==> src/rtl/alu_chk_fifo.sv <==
// Synchronous show-ahead FIFO holding flattened check commands.
// Push is ignored when full, pop is ignored when empty.
module alu_chk_fifo #(
  parameter int WIDTH = 16,
  parameter int DEPTH = 4
) (
  input  logic             clk,
  input  logic             rst_n,
  input  logic             push,
  input  logic [WIDTH-1:0] wdata,
  input  logic             pop,
  output logic [WIDTH-1:0] rdata,
  output logic             full,
  output logic             empty
);

  localparam int AW = $clog2(DEPTH);

  logic [WIDTH-1:0] mem_r [DEPTH];
  logic [AW-1:0]    wr_ptr_r;
  logic [AW-1:0]    rd_ptr_r;
  logic [AW:0]      count_r;
  logic             do_push_s;
  logic             do_pop_s;

  // Qualify requests against the current occupancy flags.
  always_comb begin
    full      = (count_r == (AW + 1)'(DEPTH));
    empty     = (count_r == '0);
    do_push_s = push && !full;
    do_pop_s  = pop && !empty;
    rdata     = mem_r[rd_ptr_r];
  end

  // Storage array; contents are don't-care until written.
  always_ff @(posedge clk) begin
    if (do_push_s) begin
      mem_r[wr_ptr_r] <= wdata;
    end else begin
      mem_r[wr_ptr_r] <= mem_r[wr_ptr_r];
    end
  end

  // Pointers and occupancy; pointers wrap naturally since DEPTH is a power of two.
  always_ff @(posedge clk or negedge rst_n) begin
    if (!rst_n) begin
      wr_ptr_r <= '0;
      rd_ptr_r <= '0;
      count_r  <= '0;
    end else begin
      if (do_push_s) begin
        wr_ptr_r <= wr_ptr_r + AW'(1);
      end else begin
        wr_ptr_r <= wr_ptr_r;
      end
      if (do_pop_s) begin
        rd_ptr_r <= rd_ptr_r + AW'(1);
      end else begin
        rd_ptr_r <= rd_ptr_r;
      end
      case ({do_push_s, do_pop_s})
        2'b10:   count_r <= count_r + (AW + 1)'(1);
        2'b01:   count_r <= count_r - (AW + 1)'(1);
        default: count_r <= count_r;
      endcase
    end
  end

endmodule

==> config.mk <==
export PLATFORM = sky130hd
export DESIGN_NAME = alu_chk_fifo
export DESIGN_NICKNAME = d
export VERILOG_FILES = /design/src/rtl/alu_chk_fifo.sv
export SDC_FILE = /design/constraint.sdc
export NUM_CORES = 1
export LEC_CHECK = 0
export BUFFER_PORTS_ARGS = -buffer_cell sky130_fd_sc_hd__buf_2
export CAP_MARGIN = 20
export CORE_MARGIN = 4
export CORE_UTILIZATION = 50
export DETAILED_ROUTE_END_ITERATION = 16
export GPL_ROUTABILITY_DRIVEN = 0
export PLACE_DENSITY = 0.67
export RECOVER_POWER = 25
export SLEW_MARGIN = 10
export SYNTH_ARGS = -nofsm -noshare
export SYNTH_HDL_FRONTEND = slang
export SYNTH_SLANG_ARGS = --single-unit
==> constraint.sdc <==
create_clock -name clk -period 2.25 [get_ports clk]
set_clock_uncertainty 0.2 [all_clocks]
set_input_delay 0.45 -clock clk [delete_from_list [all_inputs] [get_ports clk]]
set_output_delay 0.45 -clock clk [all_outputs]
set_load 0.05 [all_outputs]
==> impl_metrics.ini, run 1 <==
[outcome]
status = complete, but fails checks
violations = setup timing

[timing]
timing.hold.ws_ns = 0.138
rsz0062_at_grt = yes
timing.fmax_ghz = 0.429
hold_viol = 0
finalCriticalPeriod_ns = 2.33
max_slew_margin = 0.824
setup_viol = 16
slew_viol_final = 0
worst_pin_slew_ns = 0.262
timing.final.crit_share = 1.04
setup_ws_ns = -0.0806

[floorplan]
die-area_um2 = 6810
coreArea_um2 = 5240
die_h_um = 82.5
ios = 38
start_util = 0.530
die_x_um = 82.5
rows = 26

[cells_and_area]
n_fill_cell = 374
nets = 206
finalInstanceArea_um2 = 3410
drive_gt1_frac = 0.402
n_antenna_cell = 0
multi_input_area_um2 = 599
seq_area_um2 = 2100
areaGrowthSynthToFinish_pct = 22.8

[clock_tree]
path_clk_slew_ns = 0.07
clockBufferDepth = 2
cts_tree = yes
cts_sinks = 71
cts_root_buf = clkbuf_8
cts_inserted_buffers = 9
htreeDepth = 3
clk_latency_ns = 0.33

[drt]
viasPerCell = 5.15
num_vias = 1308
drc_errors = 0
detail-route-antenna-nets = 0
routed_wl_mm = 4.69
wl_per_cell_um = 18.5
drtIter0Drc = 67
drt-pass1-iter-count = 4

[power_and_ir_drop]
p_clk_frac = 0.176
ir_worst_vdd_mv = 0.772
p_switching_mw = 1.96
power.density_nw_per_um2 = 1540
switching_share = 0.373
comb_power_share = 0.464
power.leakage_nw = 1.22
seqPwrFrac = 0.360
cell_internal_pwr_mw = 3.30

[logic_synthesis]
synth_compound_area_frac = 0.00316
synth_fp_nets = 147
yosysWarnings = 0
yosys.area_share.simple = 0.0212
ys_seq_elements = 71
syn_area_per_cell_um2 = 22.9
synth_xor_area_frac = 0.0189
ys_seq_area_frac = 0.756
synth_top_family_by_area = multiplexers
syn_area_um2 = 2780
syn_inst = 121
synth_mux_area_frac = 0.148
post_synth_fa_ha_maj_area_fraction = 0.0298
yosysUniqueCellTypes = 21

[min_path]
hp-class = primary input to flip-flop

[global_routing]
grt.total_usage = 0.160
antenna_found_initial = 0
grt_overflow_total = 0
grt_pass1_vias = 1427
grt_max_degree = 17
grt_pass1_wl_mm = 7.47

[worst_setup_path]
setup.worst_path.class = flip-flop to output port
startpoint_type = flip-flop
required_ns = 1.60
worstSetupEndpointType = output port
crit_arrival_ns = 1.68
cp_max_fo = 4

[placement]
hpwlAfterDp_mm = 3.07
dp_slack_ns = 0.0945
port_buffers = 37
place_area_um2 = 3090

[job]
drv_cap = 0
## area by class of cell
| type | instances | area share |
|---|---|---|
| Tap cell | 70 | 0.0257 |
| Multi-Input combinational cell | 40 | 0.176 |
| Inverter | 6 | 0.00661 |
| Timing Repair Buffer | 52 | 0.123 |
| Clock buffer | 11 | 0.0386 |
| Clock inverter | 4 | 0.0140 |
| Sequential cell | 71 | 0.616 |
## cells in the mapped netlist
library cell / number / share of area
mux2_2: 1 / 0.0041
nor3b_2: 1 / 0.0045
buf_12: 1 / 0.0072
ha_1: 5 / 0.023
nor3_1: 1 / 0.0018
xnor2_1: 3 / 0.0095
inv_1: 6 / 0.0081
mux2i_1: 1 / 0.0036
and2_1: 4 / 0.0090
nand2_1: 1 / 0.0014
buf_2: 2 / 0.0036
mux4_1: 8 / 0.076
edfxtp_1: 64 / 0.69
xor2_1: 3 / 0.0095
buf_6: 1 / 0.0041
fa_1: 1 / 0.0072
mux4_2: 8 / 0.065
dfrtp_1: 7 / 0.063
nor2_1: 1 / 0.0014
o31a_1: 1 / 0.0032
nor2b_2: 1 / 0.0032
## worst paths after layout
check,startpoint,cells past startpoint,to,slack [ns]
setup / recovery,rd_ptr_r[0]$_DFFE_PN0P_,4,rdata[0],-0.08
hold / removal,wdata[9],1,mem_r[2][9]$_DFFE_PP_,0.14
setup reg to reg,count_r[0]$_DFFE_PN0P_,9,count_r[2]$_DFFE_PN0P_,0.09
hold reg to reg,count_r[2]$_DFFE_PN0P_,1,count_r[2]$_DFFE_PN0P_,0.34
max in group asynchronous,rst_n,2,count_r[1]$_DFFE_PN0P_,1.41
min in group asynchronous,rst_n,2,count_r[2]$_DFFE_PN0P_,0.27
## power by group through the flow
stage                     registers, mW  clock network [mW]  logic (mW)
after floorplan                    1.87                   0        1.59
after global routing               1.92                1.01        2.58
after CTS                          1.89               0.954        2.50
final                              1.90               0.925        2.44
after global placement             1.88                   0        1.97
after detailed placement           1.91                   0        2.01
## worst max-delay path, stage by stage (launching register included)
cell and delay, ns:
dfrtp_1 0.40, buf_6 0.14, buf_6 0.12, mux4_2 0.51, buf_8 0.17
## stage by stage
stage	cells	setup TNS, ns	power [mW]	util
2_1_floorplan	121	-0.196	3.46	-
3_3_place_gp	234	0	3.85	0.591
3_5_place_dp	234	0	3.92	0.591
4_1_cts	255	-1.10	5.34	0.656
5_1_grt	254	-1.58	5.51	0.651
6_report	254	-0.589	5.26	0.651
## kinds of logic (layout without fill, tap and decap cells)
group           after synthesis  in the layout
compound gates                1              1
buf+inv                      10             73
fa+ha+maj                     6              6
simple gates                  9              9
flops                        71             71
xor+xnor                      6              6
mux                          18             18
## cells in the final DEF, fill, tap and decap left out, drive strengths merged, types with 2 or more instances in the layout
master,synthesis,routed
edfxtp,64,64
buf,4,38
clkbuf,0,24
mux4,16,16
dfrtp,7,7
inv,6,6
ha,5,5
and2,4,4
xnor2,3,3
xor2,3,3
clkinv,0,2
## registers in the layout, summed over array words and instances (netlist names)
signal and flops:
wr_ptr_r 2, mem_r 64, rd_ptr_r 2, count_r 3
## what timing repair did
action | in CTS | in global routing
setup buffers | 5 | 0
pin swaps | 0 | 1
setup endpoints to repair | 16 | 17
hold buffers | 1 | 0
hold endpoints to repair | 7 | 0
resized for setup | 49 | 3
## per-layer routing
metal | up-vias | wire length, um | GRT usage
li1 | 602 | - | -
met1 | 671 | 1940 | 0.197
met2 | 31 | 2500 | 0.259
met3 | 4 | 229 | 0.0618
met4 | 0 | 21 | 0.0539
met5 | - | 0 | 0
Power figures use the tool's default switching activity.
==> run 2: changes to the inputs <==
SETUP_SLACK_MARGIN = 0.4   (was unset)
==> run 2 against run 1 <==
Maximum frequency rose by 2.5%; sequential cell count did not move; setup slack improved by 0.057 ns; critical path type unchanged; total power rose by 4.0%; the run still ends with setup timing left; critical path depth fell by 1; first-iteration DRC count rose by 73%; largest cell class unchanged; clock-buffer cell count fell by 1; worst hold slack got worse by 0.0027 ns.
==> impl_metrics.ini, run 2 (synthesis results as in run 1) <==
[outcome]
status = complete, but fails checks
violations = setup timing

[cells_and_area]
largest_register = mem_r
final_cell_mix = 64 x edfxtp_1, 19 x buf_6, 16 x mux4_2
largest_register_ffs = 64
fin_cells = 253
utilization = 0.665
drive_gt1_frac = 0.464
nets = 204
finalInstanceArea_um2 = 3480
areaGrowthSynthToFinish_pct = 25.5
final_common_cell = edfxtp_1
reg.largest.list = mem_r x64, count_r x3
n_antenna_cell = 0

[timing]
rsz0062_at_grt = yes
max_slew_margin = 0.826
timing.fmax_ghz = 0.440
setup_ws_ns = -0.0231
timing.final.crit_share = 1.01
slew_viol_final = 0
setup_viol = 12
timing.hold.ws_ns = 0.136
worst_pin_slew_ns = 0.261
finalCriticalPeriod_ns = 2.27
tns_ns = -0.172
hold_viol = 0

[worst_setup_path]
crit_arrival_ns = 1.62
required_ns = 1.60
slowest_delay_ns = 0.51
worstRegToRegCells = 9
r2r_slack_ns = 0.17
rr_startpoint = count_r[1]$_DFFE_PN0P_
crit_slowest_cell = mux4_2
worstPathCellList = clkbuf_16 > mux4_2 > buf_6
cp_max_fo = 5
r2r_end = count_r[2]$_DFFE_PN0P_
worstSetupEndpointType = output port
cpLargestDelayFamily = multiplexers
startpoint_type = flip-flop
worst-path-buf-inv = 2
setup.worst_path.class = flip-flop to output port

[drt]
detail-route-antenna-nets = 0
routed_wl_mm = 4.77
num_vias = 1312
drtIter0Drc = 116
drc_errors = 0
viasPerCell = 5.19
drt-pass1-iter-count = 4
wl_per_cell_um = 18.9

[placement]
place_area_um2 = 3050
port_buffers = 37
hpwlAfterDp_mm = 2.99
dp_slack_ns = 0.129
placed_cells = 228

[clock_tree]
clk_latency_ns = 0.33
cts_root_buf = clkbuf_8
cts_tree = yes
clockBufferDepth = 2
path_clk_slew_ns = 0.07
cts_inserted_buffers = 9
cts_sinks = 71
htreeDepth = 3

[global_routing]
grt_pass1_vias = 1450
grt_pass1_wl_mm = 7.38
antenna_found_initial = 0
grt_overflow_total = 0
grt.total_usage = 0.159
grt_max_degree = 17

[floorplan]
coreArea_um2 = 5240
die_h_um = 82.5
die_x_um = 82.5
ios = 38
start_util = 0.530
die-area_um2 = 6810
rows = 26

[power_and_ir_drop]
switching_share = 0.367
ir_worst_vdd_mv = 0.957
total_power_mw = 5.47
p_clk_frac = 0.196
p_switching_mw = 2.01
power.leakage_nw = 1.25
power.density_nw_per_um2 = 1570
comb_power_share = 0.454
cell_internal_pwr_mw = 3.46
seqPwrFrac = 0.351

[job]
drv_cap = 0

[min_path]
hp-class = primary input to flip-flop
holdPathStages = 1
hold_start = wdata[0]
holdPathEnd = mem_r[0][0]$_DFFE_PP_
==> run 2: worst max-delay path by stage <==
stage | startpoint | endpoint | slack (ns) | cells after the start
global route | rd_ptr_r[0]$_DFFE_PN0P_ | rdata[2] | -0.09 | 3
detailed placement | count_r[0]$_DFFE_PN0P_ | count_r[2]$_DFFE_PN0P_ | 0.13 | 9
finish | rd_ptr_r[0]$_DFFE_PN0P_ | rdata[14] | -0.02 | 3
floorplan | count_r[0]$_DFFE_PN0P_ | count_r[2]$_DFFE_PN0P_ | -0.1 | 9
global placement | count_r[0]$_DFFE_PN0P_ | count_r[2]$_DFFE_PN0P_ | 0.27 | 9
CTS | rd_ptr_r[0]$_DFFE_PN0P_ | rdata[10] | -0.06 | 3
==> run 2: metal layers <==
metal	wire length, um	share of wire	GRT usage	vias up
met1	1970	0.41	0.202	672
met3	202	0.042	0.0488	8
met2	2550	0.53	0.251	35
li1	-	-	-	597
met5	0	0	0	-
met4	52	0.011	0.0784	0
==> run 2: power groups by stage <==
stage	clock, mW	combinational (mW)	sequential (mW)
global route	1.16	2.62	1.95
CTS	1.10	2.44	1.90
global placement	0	2.00	1.89
finish	1.07	2.48	1.92
detailed placement	0	2.05	1.92
floorplan	0	1.64	1.87
==> run 2: what timing repair did <==
item | 4_1_cts | 5_1_grt
cloned | 0 | 1
pin swaps | 5 | 3
setup buffers | 6 | 1
endpoints found under the hold margin | 7 | 0
gates resized for setup | 45 | 4
hold buffers | 1 | 0
endpoints found under the setup margin | 68 | 20
==> run 2: layout make-up <==
| cell class | instances | area [um2] |
|---|---|---|
| clock buffer | 10 | 128 |
| clock inverter | 6 | 85.1 |
| fill | 357 | 1760 |
| inverter | 6 | 22.5 |
| multi-input combinational | 40 | 632 |
| sequential | 71 | 2100 |
| tap | 70 | 87.6 |
| timing repair buffer | 50 | 425 |
